$ cat config.mk
export PLATFORM = sky130hd
export DESIGN_NAME = dmem_arbiter
export DESIGN_NICKNAME = d
export VERILOG_FILES = /design/src/rtl/dmem_arb_pkg.sv /design/src/rtl/rr_arbiter2.sv /design/src/rtl/dmem_arbiter.sv
export SDC_FILE = /design/constraint.sdc
export NUM_CORES = 1
export LEC_CHECK = 0
export ABC_AREA = 1
export CAP_MARGIN = 30
export CORE_AREA = 2 2 117 119
export CTS_CLUSTER_DIAMETER = 100
export DETAILED_ROUTE_END_ITERATION = 8
export DIE_AREA = 0 0 119 121
export DONT_BUFFER_PORTS = 1
export GPL_ROUTABILITY_DRIVEN = 0
export HOLD_SLACK_MARGIN = 0.15
export SETUP_SLACK_MARGIN = 0.1
export SLEW_MARGIN = 20
export SYNTH_ARGS = -nofsm -noshare
export SYNTH_HDL_FRONTEND = slang
export SYNTH_SLANG_ARGS = --single-unit
export TNS_END_PERCENT = 100
$ cat constraint.sdc
create_clock -name clk -period 3.69 [get_ports clk]
set_clock_uncertainty 0.05 [all_clocks]
set_input_delay 0.738 -clock clk [delete_from_list [all_inputs] [get_ports clk]]
set_output_delay 0.738 -clock clk [all_outputs]
set_load 0.1 [all_outputs]
$ cat src/rtl/dmem_arb_pkg.sv
// Shared definitions for the two-port data-memory arbiter: FSM encoding,
// port indices and default bus widths.
package dmem_arb_pkg;

    localparam int unsigned ADDR_W_DEF = 32;
    localparam int unsigned DATA_W_DEF = 32;

    localparam logic PORT_CPU = 1'b0;
    localparam logic PORT_DBG = 1'b1;

    typedef enum logic [1:0] {
        StIdle,
        StIssue,
        StResp
    } state_e;

endpackage

$ cat src/rtl/rr_arbiter2.sv
// Two-way round-robin arbiter with a 1-bit priority pointer. A lone
// requester always wins; the pointer moves to the loser on every grant.
module rr_arbiter2
    import dmem_arb_pkg::*;
(
    input  logic       clk,
    input  logic       rst,
    input  logic [1:0] req,
    input  logic       advance,
    output logic [1:0] gnt,
    output logic       win
);

    logic ptr_q;

    always_comb begin
        if (req[PORT_CPU] && req[PORT_DBG]) begin
            win = ptr_q;
        end else if (req[PORT_DBG]) begin
            win = PORT_DBG;
        end else begin
            win = PORT_CPU;
        end
        gnt = {win, ~win} & {2{|req}};
    end

    always_ff @(posedge clk or posedge rst) begin
        if (rst) begin
            ptr_q <= PORT_CPU;
        end else if (advance && (|req)) begin
            ptr_q <= ~win;
        end
    end

endmodule

$ cat src/rtl/dmem_arbiter.sv
// Arbitrates a CPU port and a debug/loader port onto one single-cycle
// data-memory interface; reads return data one cycle after the strobe.
module dmem_arbiter
    import dmem_arb_pkg::*;
#(
    parameter int unsigned ADDR_W = ADDR_W_DEF,
    parameter int unsigned DATA_W = DATA_W_DEF
) (
    input  logic              clk,
    input  logic              rst,
    input  logic              cpu_req,
    input  logic              cpu_we,
    input  logic [ADDR_W-1:0] cpu_addr,
    input  logic [DATA_W-1:0] cpu_wdata,
    output logic              cpu_gnt,
    output logic              cpu_ack,
    output logic [DATA_W-1:0] cpu_rdata,
    output logic              cpu_stall,
    input  logic              dbg_req,
    input  logic              dbg_we,
    input  logic [ADDR_W-1:0] dbg_addr,
    input  logic [DATA_W-1:0] dbg_wdata,
    output logic              dbg_gnt,
    output logic              dbg_ack,
    output logic [DATA_W-1:0] dbg_rdata,
    output logic              mem_en,
    output logic              mem_we,
    output logic [ADDR_W-1:0] mem_addr,
    output logic [DATA_W-1:0] mem_wdata,
    input  logic [DATA_W-1:0] mem_rdata
);

    state_e            state_q;
    logic              we_q;
    logic [ADDR_W-1:0] addr_q;
    logic [DATA_W-1:0] wdata_q;
    logic              id_q;

    logic [1:0] arb_gnt;
    logic       arb_win;
    logic       take;
    logic       issue;
    logic       resp;
    logic       ack_any;

    // Grants are only offered in IDLE, and never while reset is held.
    assign take = (state_q == StIdle) && !rst;

    rr_arbiter2 u_rr (
        .clk     (clk),
        .rst     (rst),
        .req     ({dbg_req, cpu_req}),
        .advance (take),
        .gnt     (arb_gnt),
        .win     (arb_win)
    );

    always_ff @(posedge clk or posedge rst) begin
        if (rst) begin
            state_q <= StIdle;
            we_q    <= 1'b0;
            addr_q  <= '0;
            wdata_q <= '0;
            id_q    <= PORT_CPU;
        end else begin
            case (state_q)
                StIdle: begin
                    if (cpu_req || dbg_req) begin
                        id_q    <= arb_win;
                        we_q    <= (arb_win == PORT_DBG) ? dbg_we    : cpu_we;
                        addr_q  <= (arb_win == PORT_DBG) ? dbg_addr  : cpu_addr;
                        wdata_q <= (arb_win == PORT_DBG) ? dbg_wdata : cpu_wdata;
                        state_q <= StIssue;
                    end
                end
                StIssue: state_q <= we_q ? StIdle : StResp;
                StResp:  state_q <= StIdle;
                default: state_q <= StIdle;
            endcase
        end
    end

    assign issue   = (state_q == StIssue);
    assign resp    = (state_q == StResp);
    assign ack_any = (issue && we_q) || resp;

    assign cpu_gnt   = take && arb_gnt[PORT_CPU];
    assign dbg_gnt   = take && arb_gnt[PORT_DBG];
    assign cpu_ack   = ack_any && (id_q == PORT_CPU);
    assign dbg_ack   = ack_any && (id_q == PORT_DBG);
    assign cpu_rdata = (resp && (id_q == PORT_CPU)) ? mem_rdata : '0;
    assign dbg_rdata = (resp && (id_q == PORT_DBG)) ? mem_rdata : '0;
    assign cpu_stall = cpu_req && !cpu_ack;

    assign mem_en    = issue;
    assign mem_we    = issue && we_q;
    assign mem_addr  = addr_q;
    assign mem_wdata = wdata_q;

endmodule
==> run_results.csv <==
group,metric,value,unit
outcome,run_status,"finished clean",
finish,layout_commonest_cell,"nand2_1",
timing,worst_pin_slew,972,ps
logic_synthesis,synth_warnings,0,
clocking,clock-sinks,69,
route,vias,4280,
flow_run,maxCapViolations,0,
finish,fillers,1376,
timing,hold_viol,0,
timing,finalSetupViolations,0,
logic_synthesis,synth_cells,693,
die,initial_core_util,33.0,%
logic_synthesis,avgSynthCellArea,6.23,um2
critical_path,crit_chain,"nand2_2, nand3_1, nor2_2, buf_4",
logic_synthesis,ys_types,15,
critical_path,worst-path-max-fanout,33,
timing,fin_crit,2640,ps
logic_synthesis,netlist_area,4320,um2
global_route,grt_pass1_vias,3963,
clocking,postCtsSetupBuffers,0,
global_route,grt_usage,19.5,%
critical_path,cp.arrival,1850,ps
route,firstDrtPassIters,4,
place,io_buffers,0,
global_route,met3_usage,4.65,%
die,pin_count,301,
global_route,grt_remaining_overflow,0,
clocking,post_cts_resized,0,
critical_path,worstReg2RegEnd,"mem_wdata[24]$_DFFE_PP0P_",
route,wire_per_inst,15.3,um
critical_path,worstReg2RegStart,"u_rr.ptr_q$_DFFE_PP0P_",
die,die_x,119,um
die,dieArea,14400,um2
route,wl,14200,um
finish,nets,909,
global_route,grt_pass1_wl,21700,um
global_route,global_route.usage.met2,34.5,%
global_route,top_usage_layer,"met2",
die,core,13100,um2
clocking,clkTransAtPathRegs,50,ps
critical_path,critPathTopFamily,"simple AND/OR/NAND/NOR gates",
route,antenna_left,0,
clocking,cts_max_level,3,
clocking,hold_buffers,0,
finish,seqCellArea,1730,um2
critical_path,cp-start-kind,"input pin",
place,hpwl,10600,um
clocking,cts_tree,"built",
logic_synthesis,ys_ff_latch,69,
finish,drive_gt1_share,22.8,%
critical_path,cp.required,2900,ps
finish,multi_input_area,1910,um2
critical_path,regToRegSetupSlack,1600,ps
timing,min_period_over_period,71.5,%
clocking,cts-root-buf,"clkbuf_16",
logic_synthesis,syn_nets,859,
timing,maxSlewHeadroom,35.2,%
finish,area_delta_synth_final,27.1,%
clocking,clock_path_buffers,2,
die,die_h,121,um
timing,fmax,379,MHz
clocking,clock_latency,320,ps
timing,final_max_slew_viol_count,0,
critical_path,worst-setup-path-type,"in2out",
finish,most-common-layout-cells,"nand2_1 (199), inv_1 (170), nand3_1 (133)",
route,drc_errors,0,
timing,rsz0062_at_grt,"no",
critical_path,cp.depth,4,
route,first_iter_violations,180,
global_route,met1_usage,21.2,%
global_route,antenna_found_initial,4,
timing,finalSetupTns,0,ps
critical_path,crit_buf_inv,1,
critical_path,reg2regPathDepth,7,
worst_hold_path,holdCritPathClass,"in2async",
clocking,numCtsBuffers,9,
die,num_rows,42,
logic_synthesis,ys_seq_area_share,40.0,%
critical_path,critPathSlowestCell,"nand2_2",
global_route,grt_max_degree,70,
critical_path,crit_path_end_kind,"output port",
route,avgViaCountPerCell,4.62,
critical_path,critPathMaxStageDelay,480,ps
-- sequential cells by signal, indices dropped and copies added, names as in the netlist --
register	cells
id_q	1
mem_wdata	32
we_q	1
mem_addr	32
u_rr.ptr_q	1
state_q	2
-- Yosys cell counts --
library cell  instances  share of area, %
buf_6                 3              0.78
nor2_2                1              0.15
buf_4                 5              0.87
clkbuf_1             11              0.96
nand3_1             135                16
nand2_2               1              0.15
o21ai_0               2              0.23
buf_2                22               2.6
nor3_1                1              0.12
dfrtp_1              69                40
nand2_1             201                17
a21oi_1               1              0.12
nor2_1               68               5.9
inv_2                 2              0.17
inv_1               171                15
-- cells by family (layout without fill, tap and decap cells) --
group	Yosys count	after routing	share of synthesized area (%)
AOI/OAI and AO/OA	3	3	0.348
buffers and inverters	214	267	20.2
DFF	69	69	40.0
other	0	4	0
and+or+nand+nor	407	407	39.4
-- area by class of cell --
class                           instances  share of cell area (%)
Timing Repair Buffer                   80                    12.2
Sequential cell                        69                    31.5
Inverter                              173                    11.9
Clock buffer                           13                    4.93
Tap cell                              176                    4.01
Antenna cell                            4                   0.182
Multi-Input combinational cell        410                    34.8
Clock inverter                          1                   0.547
-- layer usage --
metal,up-vias,wire length (um)
met5,-,0
met4,0,618
met3,27,952
met2,190,7390
met1,1937,5230
li1,2126,-
-- how the worst max path moves through the flow --
stage	startpoint	end
after detailed placement	cpu_req	dbg_gnt
final	cpu_req	dbg_gnt
after global placement	cpu_req	dbg_gnt
after global routing	u_rr.ptr_q$_DFFE_PP0P_	dbg_gnt
after CTS	u_rr.ptr_q$_DFFE_PP0P_	dbg_gnt
after floorplan	cpu_req	dbg_gnt
-- stage by stage --
step	std cells	worst slack (ps)	area (um2)	hold WS, ps	util, %
3_3_place_gp	904	1070	5090	404	38.9
2_1_floorplan	693	362	4320	382	-
5_1_grt	926	931	5490	317	41.9
3_5_place_dp	907	1050	5150	410	39.3
4_1_cts	921	1020	5450	418	41.6
6_report	926	1050	5490	305	41.9
Power is left out: the tool's default activity adds up to more than one toggle a clock period on the data nets, which glitch-free logic cannot reach.
